File: src/rtl/regalu_seq_pkg.sv
// Shared codes for the register/ALU command sequencer: op codes, register
// codes, FSM states and the command legality rule.
package regalu_seq_pkg;

  localparam logic [2:0] OP_NOP  = 3'd0;
  localparam logic [2:0] OP_INC  = 3'd1;
  localparam logic [2:0] OP_DEC  = 3'd2;
  localparam logic [2:0] OP_MOVE = 3'd3;
  localparam logic [2:0] OP_ALU  = 3'd4;
  localparam logic [2:0] OP_READ = 3'd5;

  localparam logic [1:0] REG_A    = 2'd0;
  localparam logic [1:0] REG_B    = 2'd1;
  localparam logic [1:0] REG_C    = 2'd2;
  localparam logic [1:0] REG_ZERO = 2'd3;

  typedef enum logic [2:0] {
    ST_IDLE   = 3'd0,
    ST_SETUP  = 3'd1,
    ST_STROBE = 3'd2,
    ST_SETTLE = 3'd3,
    ST_SAMPLE = 3'd4,
    ST_RESP   = 3'd5
  } state_t;

  // dst code 3 names no register, so it is rejected for every op
  function automatic logic cmd_legal(input logic [2:0] op, input logic [1:0] dst);
    logic ok;
    if (dst == REG_ZERO) begin
      ok = 1'b0;
    end else begin
      case (op)
        OP_NOP, OP_MOVE, OP_READ: ok = 1'b1;
        OP_INC, OP_DEC:           ok = (dst != REG_C);
        OP_ALU:                   ok = (dst == REG_C);
        default:                  ok = 1'b0;
      endcase
    end
    return ok;
  endfunction

endpackage

File: src/rtl/regalu_seq_if.sv
// Command and response channels of the register/ALU sequencer.
interface regalu_seq_if;
  logic       cmd_valid;
  logic       cmd_ready;
  logic [2:0] cmd_op;
  logic [1:0] cmd_dst;
  logic [1:0] cmd_src;
  logic [1:0] cmd_alu;
  logic [3:0] cmd_count;
  logic       rsp_valid;
  logic       rsp_ready;
  logic [3:0] rsp_data;

  modport master (
    output cmd_valid, cmd_op, cmd_dst, cmd_src, cmd_alu, cmd_count, rsp_ready,
    input  cmd_ready, rsp_valid, rsp_data
  );

  modport slave (
    input  cmd_valid, cmd_op, cmd_dst, cmd_src, cmd_alu, cmd_count, rsp_ready,
    output cmd_ready, rsp_valid, rsp_data
  );
endinterface

File: src/rtl/regalu_sequencer.sv
// Command-driven controller for the 3-register 4-bit ALU datapath.
// Define REGALU_SEQ_CMD_CHECK_EN to reject illegal commands with an err pulse.
module regalu_sequencer
  import regalu_seq_pkg::*;
(
  input  logic       clk,
  input  logic       rst,
  regalu_seq_if.slave io,
  output logic       in_sel,
  output logic [1:0] bus_sel,
  output logic [1:0] alu_op,
  output logic       dec_a,
  output logic       dec_b,
  output logic       load_a,
  output logic       load_b,
  output logic       load_c,
  input  logic [3:0] bus_in,
  output logic       busy,
`ifdef REGALU_SEQ_CMD_CHECK_EN
  output logic       err,
`endif
  output logic       done
);

`ifdef REGALU_SEQ_CMD_CHECK_EN
  localparam bit CHECK_EN = 1'b1;
`else
  localparam bit CHECK_EN = 1'b0;
`endif

  state_t     state_q, state_d;
  logic [2:0] op_q, op_d;
  logic [1:0] dst_q, dst_d;
  logic [1:0] src_q, src_d;
  logic [1:0] alu_q, alu_d;
  logic [3:0] cnt_q, cnt_d;
  logic       illegal_q, illegal_d;
  logic       nop_done_q, nop_done_d;
  logic [3:0] rsp_data_q, rsp_data_d;
  logic       repeat_s;
  logic       act_s;

  assign repeat_s = ((op_q == OP_INC) || (op_q == OP_DEC)) && (cnt_q != 4'd0);

  // state and latched-command registers
  always_ff @(posedge clk or negedge rst) begin
    if (!rst) begin
      state_q    <= ST_IDLE;
      op_q       <= OP_NOP;
      dst_q      <= REG_A;
      src_q      <= REG_A;
      alu_q      <= 2'd0;
      cnt_q      <= 4'd0;
      illegal_q  <= 1'b0;
      nop_done_q <= 1'b0;
      rsp_data_q <= 4'd0;
    end else begin
      state_q    <= state_d;
      op_q       <= op_d;
      dst_q      <= dst_d;
      src_q      <= src_d;
      alu_q      <= alu_d;
      cnt_q      <= cnt_d;
      illegal_q  <= illegal_d;
      nop_done_q <= nop_done_d;
      rsp_data_q <= rsp_data_d;
    end
  end

  // next-state, command capture and repeat counter
  always_comb begin
    state_d    = state_q;
    op_d       = op_q;
    dst_d      = dst_q;
    src_d      = src_q;
    alu_d      = alu_q;
    cnt_d      = cnt_q;
    illegal_d  = illegal_q;
    nop_done_d = 1'b0;
    rsp_data_d = rsp_data_q;
    case (state_q)
      ST_IDLE: begin
        if (io.cmd_valid) begin
          op_d      = io.cmd_op;
          dst_d     = io.cmd_dst;
          src_d     = io.cmd_src;
          alu_d     = io.cmd_alu;
          cnt_d     = io.cmd_count;
          illegal_d = !cmd_legal(io.cmd_op, io.cmd_dst);
          state_d   = ST_SETUP;
        end else begin
          state_d = ST_IDLE;
        end
      end
      ST_SETUP: begin
        // an unchecked illegal command retires exactly like a NOP
        if (illegal_q || (op_q == OP_NOP)) begin
          state_d    = ST_IDLE;
          nop_done_d = !(illegal_q && CHECK_EN);
        end else if (op_q == OP_READ) begin
          state_d = ST_SAMPLE;
        end else begin
          state_d = ST_STROBE;
        end
      end
      ST_STROBE: state_d = ST_SETTLE;
      ST_SETTLE: begin
        if (repeat_s) begin
          cnt_d   = cnt_q - 4'd1;
          state_d = ST_STROBE;
        end else begin
          state_d = ST_IDLE;
        end
      end
      ST_SAMPLE: begin
        rsp_data_d = bus_in;
        state_d    = ST_RESP;
      end
      ST_RESP: begin
        if (io.rsp_ready) begin
          state_d = ST_IDLE;
        end else begin
          state_d = ST_RESP;
        end
      end
      default: state_d = ST_IDLE;
    endcase
  end

  assign act_s = (state_q != ST_IDLE) && !illegal_q;

  // datapath controls, strobes and handshake outputs
  always_comb begin
    in_sel       = 1'b0;
    bus_sel      = 2'd0;
    alu_op       = 2'd0;
    dec_a        = 1'b0;
    dec_b        = 1'b0;
    load_a       = 1'b0;
    load_b       = 1'b0;
    load_c       = 1'b0;
    io.cmd_ready = (state_q == ST_IDLE);
    io.rsp_valid = (state_q == ST_RESP);
    io.rsp_data  = rsp_data_q;
    busy         = (state_q != ST_IDLE);
    done         = nop_done_q
                 | ((state_q == ST_SETTLE) && !repeat_s)
                 | ((state_q == ST_RESP) && io.rsp_ready);
    if (act_s) begin
      in_sel  = (op_q == OP_MOVE);
      bus_sel = ((op_q == OP_MOVE) || (op_q == OP_READ)) ? src_q : 2'd0;
      alu_op  = (op_q == OP_ALU) ? alu_q : 2'd0;
      dec_a   = (op_q == OP_DEC);
      dec_b   = (op_q == OP_DEC);
    end else begin
      in_sel = 1'b0;
    end
    if (act_s && (state_q == ST_STROBE)) begin
      case (dst_q)
        REG_A:   load_a = 1'b1;
        REG_B:   load_b = 1'b1;
        REG_C:   load_c = 1'b1;
        default: load_a = 1'b0;
      endcase
    end else begin
      load_a = 1'b0;
    end
  end

`ifdef REGALU_SEQ_CMD_CHECK_EN
  assign err = (state_q == ST_SETUP) && illegal_q;
`endif

endmodule
File: src/flat_wrapper.sv
// flat-port wrapper written by rule: the top's interface ports become plain ports
module regalu_sequencer_flat import regalu_seq_pkg::*;
  (clk, rst, in_sel, bus_sel, alu_op, dec_a, dec_b, load_a, load_b, load_c, bus_in, busy, done, io_cmd_valid, io_cmd_op, io_cmd_dst, io_cmd_src, io_cmd_alu, io_cmd_count, io_rsp_ready, io_cmd_ready, io_rsp_valid, io_rsp_data);
  regalu_seq_if io_i ();
  input  logic clk;
  input  logic rst;
  output logic in_sel;
  output logic [1:0] bus_sel;
  output logic [1:0] alu_op;
  output logic dec_a;
  output logic dec_b;
  output logic load_a;
  output logic load_b;
  output logic load_c;
  input  logic [3:0] bus_in;
  output logic busy;
  output logic done;
  input wire logic [$bits(io_i.cmd_valid)-1:0] io_cmd_valid;
  input wire logic [$bits(io_i.cmd_op)-1:0] io_cmd_op;
  input wire logic [$bits(io_i.cmd_dst)-1:0] io_cmd_dst;
  input wire logic [$bits(io_i.cmd_src)-1:0] io_cmd_src;
  input wire logic [$bits(io_i.cmd_alu)-1:0] io_cmd_alu;
  input wire logic [$bits(io_i.cmd_count)-1:0] io_cmd_count;
  input wire logic [$bits(io_i.rsp_ready)-1:0] io_rsp_ready;
  output wire logic [$bits(io_i.cmd_ready)-1:0] io_cmd_ready;
  output wire logic [$bits(io_i.rsp_valid)-1:0] io_rsp_valid;
  output wire logic [$bits(io_i.rsp_data)-1:0] io_rsp_data;
  assign io_i.cmd_valid = io_cmd_valid;
  assign io_i.cmd_op = io_cmd_op;
  assign io_i.cmd_dst = io_cmd_dst;
  assign io_i.cmd_src = io_cmd_src;
  assign io_i.cmd_alu = io_cmd_alu;
  assign io_i.cmd_count = io_cmd_count;
  assign io_i.rsp_ready = io_rsp_ready;
  assign io_cmd_ready = io_i.cmd_ready;
  assign io_rsp_valid = io_i.rsp_valid;
  assign io_rsp_data = io_i.rsp_data;
  regalu_sequencer u_core (.clk(clk), .rst(rst), .io(io_i), .in_sel(in_sel), .bus_sel(bus_sel), .alu_op(alu_op), .dec_a(dec_a), .dec_b(dec_b), .load_a(load_a), .load_b(load_b), .load_c(load_c), .bus_in(bus_in), .busy(busy), .done(done));
endmodule
File: config.mk
export PLATFORM = sky130hd
export DESIGN_NAME = regalu_sequencer_flat
export DESIGN_NICKNAME = d
export VERILOG_FILES = /design/src/rtl/regalu_seq_pkg.sv /design/src/rtl/regalu_seq_if.sv /design/src/rtl/regalu_sequencer.sv /design/src/flat_wrapper.sv
export SDC_FILE = /design/constraint.sdc
export NUM_CORES = 1
export LEC_CHECK = 0
export CAP_MARGIN = 10
export CORE_UTILIZATION = 49
export CTS_CLUSTER_DIAMETER = 40
export DETAILED_ROUTE_END_ITERATION = 12
export HOLD_SLACK_MARGIN = 0.05
export PLACE_DENSITY = 0.9
export SKIP_LAST_GASP = 1
export SYNTH_ARGS = -nofsm -noshare
export SYNTH_HDL_FRONTEND = slang
export SYNTH_SLANG_ARGS = --single-unit
File: constraint.sdc
create_clock -name clk -period 2.21 [get_ports clk]
set_input_delay 0.442 -clock clk [delete_from_list [all_inputs] [get_ports clk]]
set_output_delay 0.442 -clock clk [all_outputs]
set_load 0.01 [all_outputs]
Word-level counts from Yosys, hierarchy flattened --
Cells that the tools add are included.
Word-level totals: bits in registers 22, input bits 21, output and inout port bits 18
Cells by class: $add $sub $neg 1, equality and inequality tests 22, mux-type cells 27, bitwise logic cells 2, reductions and logical operators 22
Operator list (count):
- $eq A3 B2 Y1 const B | 6
- $eq A3 B3 Y1 const B | 6
- $pmux W3 S6 | 1
- $mux W1 | 14
- $mux W2 | 5
- $eq A3 B1 Y1 const B | 3
- $logic_not A3 Y1 | 3
- $mux W3 | 3
- $mux W4 | 2
- $pmux W4 S2 | 1
- $eq A2 B2 Y1 const B | 3
- $logic_and A1 B1 Y1 | 5
- $ne A2 B2 Y1 const B | 2
- $reduce_bool A4 Y1 | 1
- $sub A4 B1 Y4 const B | 1
- $logic_not A1 Y1 | 3
- $logic_or A1 B1 Y1 | 3
- $pmux W1 S3 | 1
- $reduce_and A3 Y1 | 1
- $reduce_bool A3 Y1 | 1
- $reduce_or A3 Y1 | 1
- $eq A2 B1 Y1 const B | 1
- $logic_not A2 Y1 | 1
- $ne A2 B1 Y1 const B | 1
- other kinds (4) | 5

Logic depth before layout (Yosys ltp) --
Gate-level depths: netlist of the first run.
depth after elaboration 7, gate-level depth with buffers 7, gate-level depth less buffers 6

Worst setup path after synthesis of the first run --
Ideal clock, no wire load.
path type reg-to-output, start register u_core.state_q[2], end output load_b, arrival 1.421 ns, data required time 1.768 ns, path slack 0.347 ns, stages on the path, launching flop included 4, buffers on the path 1, path through dfrtp_1 -> buf_2 -> or4_1 -> nor3b_1
On the way: cells in the longest elaborated chain, start to end 4
RTL lines:
- start: declaration | RTL line regalu_sequencer.sv:31 | state_t state_q, state_d;
- start signal: assignment | RTL line regalu_sequencer.sv:58 | state_q <= state_d;
- $reduce_bool A3 Y1 | RTL line regalu_sequencer.sv:130 | assign act_s = (state_q != ST_IDLE) && !illegal_q;
- $logic_and A1 B1 Y1 | RTL line regalu_sequencer.sv:130
- $logic_and A1 B1 Y1 (*) | RTL line regalu_sequencer.sv:158 | if (act_s && (state_q == ST_STROBE)) begin
- $mux W1 (*) | RTL line regalu_sequencer.sv:158
- end: declaration | RTL line flat_wrapper.sv:13 | output logic load_b;
Mark *: on every way between the ends. The rest lies on a longest branch, timed or not.

Final worst setup path of the first run --
start register u_core.state_q[0], end output load_c
On the way: cells in the longest elaborated chain, start to end 4
RTL lines:
- $reduce_bool A3 Y1 | RTL line regalu_sequencer.sv:130
- $logic_and A1 B1 Y1 | RTL line regalu_sequencer.sv:130
- $logic_and A1 B1 Y1 (*) | RTL line regalu_sequencer.sv:158
- $mux W1 (*) | RTL line regalu_sequencer.sv:158
- end: declaration | RTL line flat_wrapper.sv:14 | output logic load_c;
Marked as above.

==> flow_summary.json, run 1 <==
{
  "wl_per_cell_um": 16.2,
  "crit_slowest_cell": "or4_4",
  "crit_path_end_kind": "primary output",
  "track_usage": 0.274,
  "timing.rr.start": "u_core.state_q[1]",
  "tightestPinTransition_ns": 0.422,
  "htreeDepth": 1,
  "synthDistinctLibCells": 43,
  "cts_tree": "yes",
  "die_w_um": 52.2,
  "hold_buffers": 0,
  "avgViaCountPerCell": 5.83,
  "gr-max-usage-layer": "met2",
  "path_delay_family": "simple AND/OR/NAND/NOR gates",
  "critPathMaxFanout": 3,
  "ys_async_sr_fraction": 1.00,
  "synth_area_um2": 1240,
  "ant_nets": 0,
  "start_util": 0.538,
  "rows": 17,
  "critPathMaxStageDelay_ns": 0.54,
  "timing.final.crit_share": 0.997,
  "r2r_slack_ns": 0.35,
  "met2_usage": 0.498,
  "slew_viol_final": 0,
  "firstDrtPassIters": 4,
  "grt_max_degree": 23,
  "routabilityCongestion": 0.871,
  "worst-path-buf-inv": 2,
  "status": "completed",
  "hp-class": "in2async",
  "crit_chain": "buf_4 -> or4_4 -> nor3b_2 -> buf_2",
  "port_buffers": 38,
  "first_global_vias": 1188,
  "post-dp-hpwl_mm": 2.39,
  "diodes": 0,
  "numClockSinks": 22,
  "yosys.area.top_type": "dfrtp_1",
  "syn_to_final_growth_pct": 43.0,
  "first_iter_violations": 42,
  "clock_skew_ns": 0.00965,
  "ctsLongestPathBuffers": 2,
  "numCtsBuffers": 3,
  "core_area_um2": 2300,
  "crit_arrival_ns": 1.76,
  "ys_seq_elements": 22,
  "ys_seq_area_frac": 0.445,
  "grt_use_met3": 0.0290,
  "fmax_mhz": 454,
  "clkTransAtPathRegs_ns": 0.14,
  "vias": 1241,
  "grt_pass1_wl_mm": 5.36,
  "hold_viol_final": 0,
  "grt_use_met1": 0.336,
  "synth_top_area_frac": 0.445,
  "antenna_found_initial": 0,
  "cts_root_buffer": "clkbuf_4",
  "final_net_count": 208,
  "required_ns": 1.77,
  "overflow": 0,
  "synthTopCellsByCount": "27 x nand2_1, 22 x dfrtp_1, 9 x nor2_1",
  "syn_nets": 158,
  "rr_endpoint": "u_core.cnt_q[1]",
  "synthTopCellsByArea": "dfrtp_1 45%, nand2_1 8.2%, mux2_2 3.6%",
  "clock_latency_ns": 0.32,
  "period_minus_slack_ns": 2.20,
  "finish.utilization": 0.770,
  "synth_edf_count": 0,
  "ff2ff_path_depth": 6,
  "synth_cells": 136,
  "powerDensity_nw_per_um2": 1300,
  "synth_ff_type": "dfrtp_1",
  "p_leak_nw": 0.831,
  "drive_gt1_frac": 0.216,
  "wirelength_mm": 3.46,
  "startpoint_type": "register",
  "drc_errors": 0,
  "setup_viol": 0,
  "max_slew_margin": 0.718,
  "io_pins": 39,
  "ys_warn_count": 0,
  "hold_ws_ns": 0.444,
  "criticalPathCategory": "reg2out",
  "die_h_um": 52.2,
  "rsz0062_at_grt": "yes",
  "drv_cap": 0,
  "ir_drop_v": 0.000858,
  "post_synth.cell_area_avg_um2": 9.09,
  "fp.dieArea_um2": 2730,
  "yosysMostFrequentCell": "nand2_1"
}
## worst register-to-register path, cell delays in order (launching register included)
cell and delay (ns):
dfrtp_1 0.43, buf_6 0.15, nor3_4 0.23, buf_4 0.15
and2_1 0.38, a21oi_2 0.08, a221o_1 0.32
## state kept, by name (all words and copies together), names as in the netlist
| register | cells |
|---|---|
| u_core.cnt_q | 4 |
| u_core.io.rsp_data | 4 |
| u_core.op_q | 3 |
| u_core.state_q | 3 |
| u_core.alu_q | 2 |
| u_core.dst_q | 2 |
| u_core.src_q | 2 |
| u_core.illegal_q | 1 |
| u_core.nop_done_q | 1 |
## repair_timing
| action | in CTS | in global routing |
|---|---|---|
| pin swaps | 1 | 3 |
| setup endpoints to repair | 13 | 11 |
| buffers inserted | 3 | 0 |
| resized for setup | 22 | 12 |
## metrics by stage
stage / instance area [um2] / std cells / total power (W) / setup WS [ns] / setup TNS (ns)
after floorplan: 1240 / 136 / 0.00141 / 0.347 / 0
after global placement: 1690 / 206 / 0.00180 / 0.0591 / 0
after detailed placement: 1690 / 206 / 0.00187 / -0.0498 / -0.0498
after CTS: 1780 / 213 / 0.00224 / -0.0764 / -0.230
after global routing: 1770 / 213 / 0.00243 / -0.0802 / -0.448
final: 1770 / 213 / 0.00230 / 0.00654 / 0
## cell usage in the layout (no fill, tap or decap), types with 2 or more instances in the layout
cell type         n
buf_4            14
buf_6             2
clkbuf_2          3
dlygate4sd2_1     8
nor3b_2           2
nor3_2            2
a41oi_1           2
and2_1            2
dfrtp_1          22
buf_2             2
nor2_1            9
mux2_2            4
clkbuf_4          3
a21oi_1           2
and3_1            5
nand2b_1          2
a221o_1           2
nor3_1            6
nor2b_1           3
o21ai_1           3
o21ai_0           3
clkdlybuf4s50_1  25
nand2_1          27
inv_1             6
or3_1             2
## metal layers
metal,part of all wire,routed length [um]
met1,0.40,1400
met2,0.52,1790
met3,0.052,179
met4,0.026,91
met5,0,0
## area by class of cell
type | instances | area [um2]
Multi-Input combinational cell | 98 | 631
Sequential cell | 22 | 551
Fill cell | 166 | 529
Timing Repair Buffer | 54 | 473
Tap cell | 28 | 35.0
Clock inverter | 1 | 30.0
Inverter | 7 | 26.3
Clock buffer | 3 | 22.5
## power breakdown
group	switching, W	internal, W	total [W]
clock	0.000135	0.000184	0.000318
sequential	0.000143	0.000572	0.000715
combinational	0.000653	0.000610	0.00126
## cell families after synthesis
group           synth area share
xor+xnor                  0.0142
simple gates               0.300
flops                      0.445
compound gates             0.123
buf+inv                   0.0708
fa+ha+maj                 0.0101
mux                       0.0364
## how the worst max path moves through the flow
stage / start / endpoint / cells past startpoint
2_1_floorplan: u_core.state_q[2] / load_b / 3
3_3_place_gp: u_core.state_q[1] / load_b / 4
3_5_place_dp: u_core.cnt_q[1] / done / 6
4_1_cts: u_core.state_q[0] / load_c / 4
5_1_grt: u_core.state_q[0] / bus_sel[1] / 7
6_report: u_core.state_q[0] / load_c / 4
No activity file was read; power rests on OpenSTA's default activity.
==> inputs of run 2 (changes only) <==
- REMOVE_ABC_BUFFERS: unset -> 1
==> run 2 against run 1 <==
  * Non-clock buffer count did not move
  * Routed wire length shrank 8.2%
  * Hold slack better by 0.0095 ns
  * Largest power group unchanged
  * Sequential power grew 1%
  * Combinational power about the same
  * Die area unchanged
==> flow_summary.json, run 2 (synthesized netlist as in run 1, its figures left out) <==
{
  "status": "completed",
  "die_w_um": 52.2,
  "crit_chain": "buf_6 -> nor3_4 -> buf_6 -> nor3_2 -> and2_1 -> dlygate4sd2_1",
  "crit_arrival_ns": 1.75,
  "tightestPinTransition_ns": 0.352,
  "criticalPathCategory": "reg2out",
  "track_usage": 0.260,
  "syn_to_final_growth_pct": 41.6,
  "ant_nets": 0,
  "seq_area_um2": 551,
  "layout_common_cells": "27 x nand2_1, 25 x clkdlybuf4s50_1, 22 x dfrtp_1, 13 x buf_4, 9 x nor2_1",
  "antenna_found_initial": 0,
  "crit_slowest_cell": "dfrtp_1",
  "numCtsBuffers": 3,
  "start_util": 0.538,
  "p_leak_nw": 0.826,
  "first_global_vias": 1129,
  "clock_skew_ns": 0.00192,
  "fillCellCount": 175,
  "wirelength_mm": 3.18,
  "clock_latency_ns": 0.32,
  "required_ns": 1.77,
  "max_slew_margin": 0.764,
  "final_net_count": 208,
  "mostFrequentLayoutCell": "nand2_1",
  "slew_viol_final": 0,
  "diodes": 0,
  "critPathMaxFanout": 6,
  "path_delay_family": "buffers and inverters",
  "setup_viol": 0,
  "powerDensity_nw_per_um2": 1250,
  "ctsLongestPathBuffers": 2,
  "ir_drop_v": 0.000817,
  "routabilityCongestion": 0.842,
  "overflow": 0,
  "grt_use_met1": 0.343,
  "wl_per_cell_um": 14.9,
  "worst-path-buf-inv": 3,
  "tns_ns": 0,
  "first_iter_violations": 22,
  "timing.final.crit_share": 0.992,
  "period_minus_slack_ns": 2.19,
  "io_pins": 39,
  "startpoint_type": "register",
  "grt_use_met3": 0.0493,
  "fmax_mhz": 456,
  "hold_viol_final": 0,
  "firstDrtPassIters": 4,
  "grt_pass1_wl_mm": 5.12,
  "vias": 1195,
  "cp_common_cell": "buf_6",
  "rsz0062_at_grt": "yes",
  "hp-class": "in2async",
  "gr-max-usage-layer": "met2",
  "multiInputGateArea_um2": 628,
  "cts_tree": "yes",
  "cts_root_buffer": "clkbuf_4",
  "post-dp-hpwl_mm": 2.27,
  "drc_errors": 0,
  "port_buffers": 38,
  "hold_buffers": 0,
  "clkTransAtPathRegs_ns": 0.12,
  "met2_usage": 0.415,
  "crit_path_end_kind": "primary output",
  "avgViaCountPerCell": 5.61,
  "numClockSinks": 22,
  "rows": 17,
  "die_h_um": 52.2,
  "drv_cap": 0,
  "critPathMaxStageDelay_ns": 0.44,
  "htreeDepth": 1,
  "grt_max_degree": 23,
  "fp.dieArea_um2": 2730,
  "finish.utilization": 0.762,
  "drive_gt1_frac": 0.227,
  "core_area_um2": 2300
}
[run 2: cell count changes in the layout (fill, tap and decap cells not counted), sizes merged]
cell and delta:
buf -1, dlymetal6s2s +2, clkbuf +5, clkdlybuf4s15 +1
bufinv -1, dlygate4sd2 -6
[run 2: area by class of cell]
type                    count  share of cell area
flip-flops and latches     22               0.315
well taps                  28              0.0200
inverters                   7              0.0150
multi-input cells          98               0.359
repair buffers             54               0.271
clock buffers               4              0.0207
[run 2: path summary, 6_finish.rpt]
kind / from / to / slack (ns) / cells after the start
worst max-delay path: u_core.state_q[0] / dec_a / 0.02 / 6
worst min-delay path: rst / u_core.cnt_q[3] / 0.45 / 2
worst max register to register: u_core.state_q[0] / u_core.illegal_q / 0.29 / 8
worst min register to register: u_core.alu_q[1] / u_core.alu_q[1] / 0.49 / 2
max in group asynchronous: rst / u_core.op_q[1] / 1.54 / 2
min in group clk: u_core.alu_q[1] / u_core.alu_q[1] / 0.49 / 2
[run 2: routing by layer]
layer / vias to the layer above / routed length (um)
met3: 9 / 282
met4: 0 / 74
met1: 554 / 1310
met5: - / 0
li1: 571 / -
met2: 61 / 1510
[run 2: where the power goes]
part           total (W)  internal (W)  switching, W
clock network   0.000228      0.000101      0.000127
logic            0.00123      0.000618      0.000615
registers       0.000724      0.000572      0.000152
[run 2: repair_timing]
action                                  in CTS  in global routing
cloned                                       0                  0
pin swaps                                    1                  1
buffers inserted                             1                  3
resized for setup                           17                 24
endpoints found under the setup margin      13                 13
[run 2: metrics by stage]
step                      setup WS, ns  total power (W)  std cells  hold slack (ns)  area (um2)
final                           0.0177          0.00219        213            0.453        1750
after global routing           -0.0321          0.00235        213            0.493        1750
after CTS                       -0.116          0.00209        210            0.456        1730
after detailed placement       -0.0255          0.00185        205            0.468        1680
after global placement          0.0467          0.00178        205            0.453        1680
after floorplan                  0.303          0.00133        127            0.146        1170
==> inputs of run 3 (changes only) <==
- CORE_UTILIZATION: 49 -> 45
- PLACE_DENSITY: 0.9 -> 0.84
==> run 3 against run 2 <==
  * Flip-flop and latch count is the same
  * Combinational power is essentially flat
  * Global-route usage shrank 1.7 points
  * Design area grew 1.1%
  * Core utilization shrank 6.7 points
  * Routed wire length shrank 3.6%
  * Critical path type unchanged
  * Largest cell class unchanged
==> flow_summary.json, run 3 (synthesized netlist as in run 1, its figures left out) <==
{
  "status": "completed",
  "timing.rr.start": "u_core.state_q[0]",
  "cp-endpoint": "dec_b",
  "powerDensity_nw_per_um2": 1280,
  "crit_arrival_ns": 1.77,
  "hold_viol_final": 0,
  "io_pins": 39,
  "rr_endpoint": "u_core.illegal_q",
  "first_global_vias": 1152,
  "grt_max_degree": 23,
  "start_util": 0.486,
  "hp-class": "in2async",
  "criticalPathCategory": "reg2out",
  "fmax_mhz": 453,
  "max_slew_margin": 0.786,
  "required_ns": 1.77,
  "rows": 18,
  "hold_buffers": 0,
  "timing.final.crit_share": 1.00,
  "drv_cap": 0,
  "post-dp-hpwl_mm": 2.14,
  "slew_viol_final": 0,
  "numCtsBuffers": 3,
  "core_area_um2": 2540,
  "die_w_um": 54.4,
  "p_leak_nw": 0.839,
  "crit_path_end_kind": "primary output",
  "numClockSinks": 22,
  "clock_latency_ns": 0.31,
  "routabilityCongestion": 0.817,
  "clkTransAtPathRegs_ns": 0.13,
  "htreeDepth": 1,
  "die_h_um": 54.4,
  "cts_root_buffer": "clkbuf_4",
  "wl_per_cell_um": 14.3,
  "cp.depth": 6,
  "crit_chain": "buf_6 -> nor3_4 -> buf_4 -> nor3_2 -> and2_1 -> dlygate4sd2_1",
  "path_delay_family": "buffers and inverters",
  "worstSetupStartpoint": "u_core.state_q[0]",
  "mostFrequentLayoutCell": "nand2_1",
  "wirelength_mm": 3.06,
  "syn_to_final_growth_pct": 43.1,
  "worst-path-buf-inv": 3,
  "ant_nets": 0,
  "diodes": 0,
  "vias": 1194,
  "crit_slowest_cell": "dfrtp_1",
  "clock_skew_ns": 0.00460,
  "grt_pass1_wl_mm": 5.10,
  "period_minus_slack_ns": 2.21,
  "overflow": 0,
  "firstDrtPassIters": 4,
  "setup_viol": 0,
  "track_usage": 0.242,
  "critPathMaxFanout": 10,
  "layout_common_cells": "27 x nand2_1, 25 x clkdlybuf4s50_1, 22 x dfrtp_1, 13 x buf_4, 9 x nor2_1",
  "tightestPinTransition_ns": 0.319,
  "finish.utilization": 0.695,
  "r2r_slack_ns": 0.51,
  "ctsLongestPathBuffers": 2,
  "rsz0062_at_grt": "yes",
  "critPathMaxStageDelay_ns": 0.43,
  "drive_gt1_frac": 0.201,
  "final_net_count": 207,
  "ff2ff_path_depth": 6,
  "ir_drop_v": 0.000821,
  "port_buffers": 38,
  "finalPower_w": 0.00226,
  "startpoint_type": "register",
  "fp.dieArea_um2": 2960,
  "drc_errors": 0,
  "first_iter_violations": 20,
  "avgViaCountPerCell": 5.58,
  "cts_tree": "yes",
  "antenna_found_initial": 0
}
-- run 3: report_power, final --
group	total, W	internal [W]	switching [W]
Clock	0.000307	0.000183	0.000124
Combinational	0.00123	0.000612	0.000618
Sequential	0.000721	0.000572	0.000149
-- run 3: worst min-delay path by stage --
stage / end / depth (start not counted)
floorplan: u_core.alu_q[0] / 0
global placement: u_core.alu_q[0] / 2
detailed placement: u_core.alu_q[1] / 2
CTS: u_core.cnt_q[1] / 2
global route: u_core.state_q[0] / 2
finish: u_core.io.rsp_data[3] / 2
-- run 3: repair_timing --
action,CTS,global route
setup endpoints to repair,12,12
gates resized for setup,18,14
pin swaps,1,2
buffers inserted,1,2
-- run 3: metal layers --
layer  global-route usage  up-vias  part of all wire
met1                0.301      573              0.40
met3               0.0417        4             0.070
met2                0.413       47              0.52
met5                    0        -                 0
met4               0.0983        0             0.010
li1                     -      570                 -
-- run 3: final cells by class --
class / instances / area (um2)
Clock inverter: 1 / 30.0
Fill cell: 199 / 776
Tap cell: 30 / 37.5
Sequential cell: 22 / 551
Clock buffer: 3 / 22.5
Inverter: 7 / 26.3
Multi-Input combinational cell: 98 / 623
Timing Repair Buffer: 53 / 479
-- run 3: metrics by stage --
stage          setup TNS [ns]  instance area, um2  cells  setup WS, ns  hold WS [ns]
6_report                    0                1770    214      0.000949         0.453
5_1_grt                -0.248                1770    214       -0.0936         0.491
4_1_cts                -0.331                1750    212        -0.255         0.464
3_5_place_dp          -0.0169                1680    207       -0.0169         0.466
3_3_place_gp                0                1680    207        0.0413         0.455
2_1_floorplan               0                1170    127         0.303         0.146
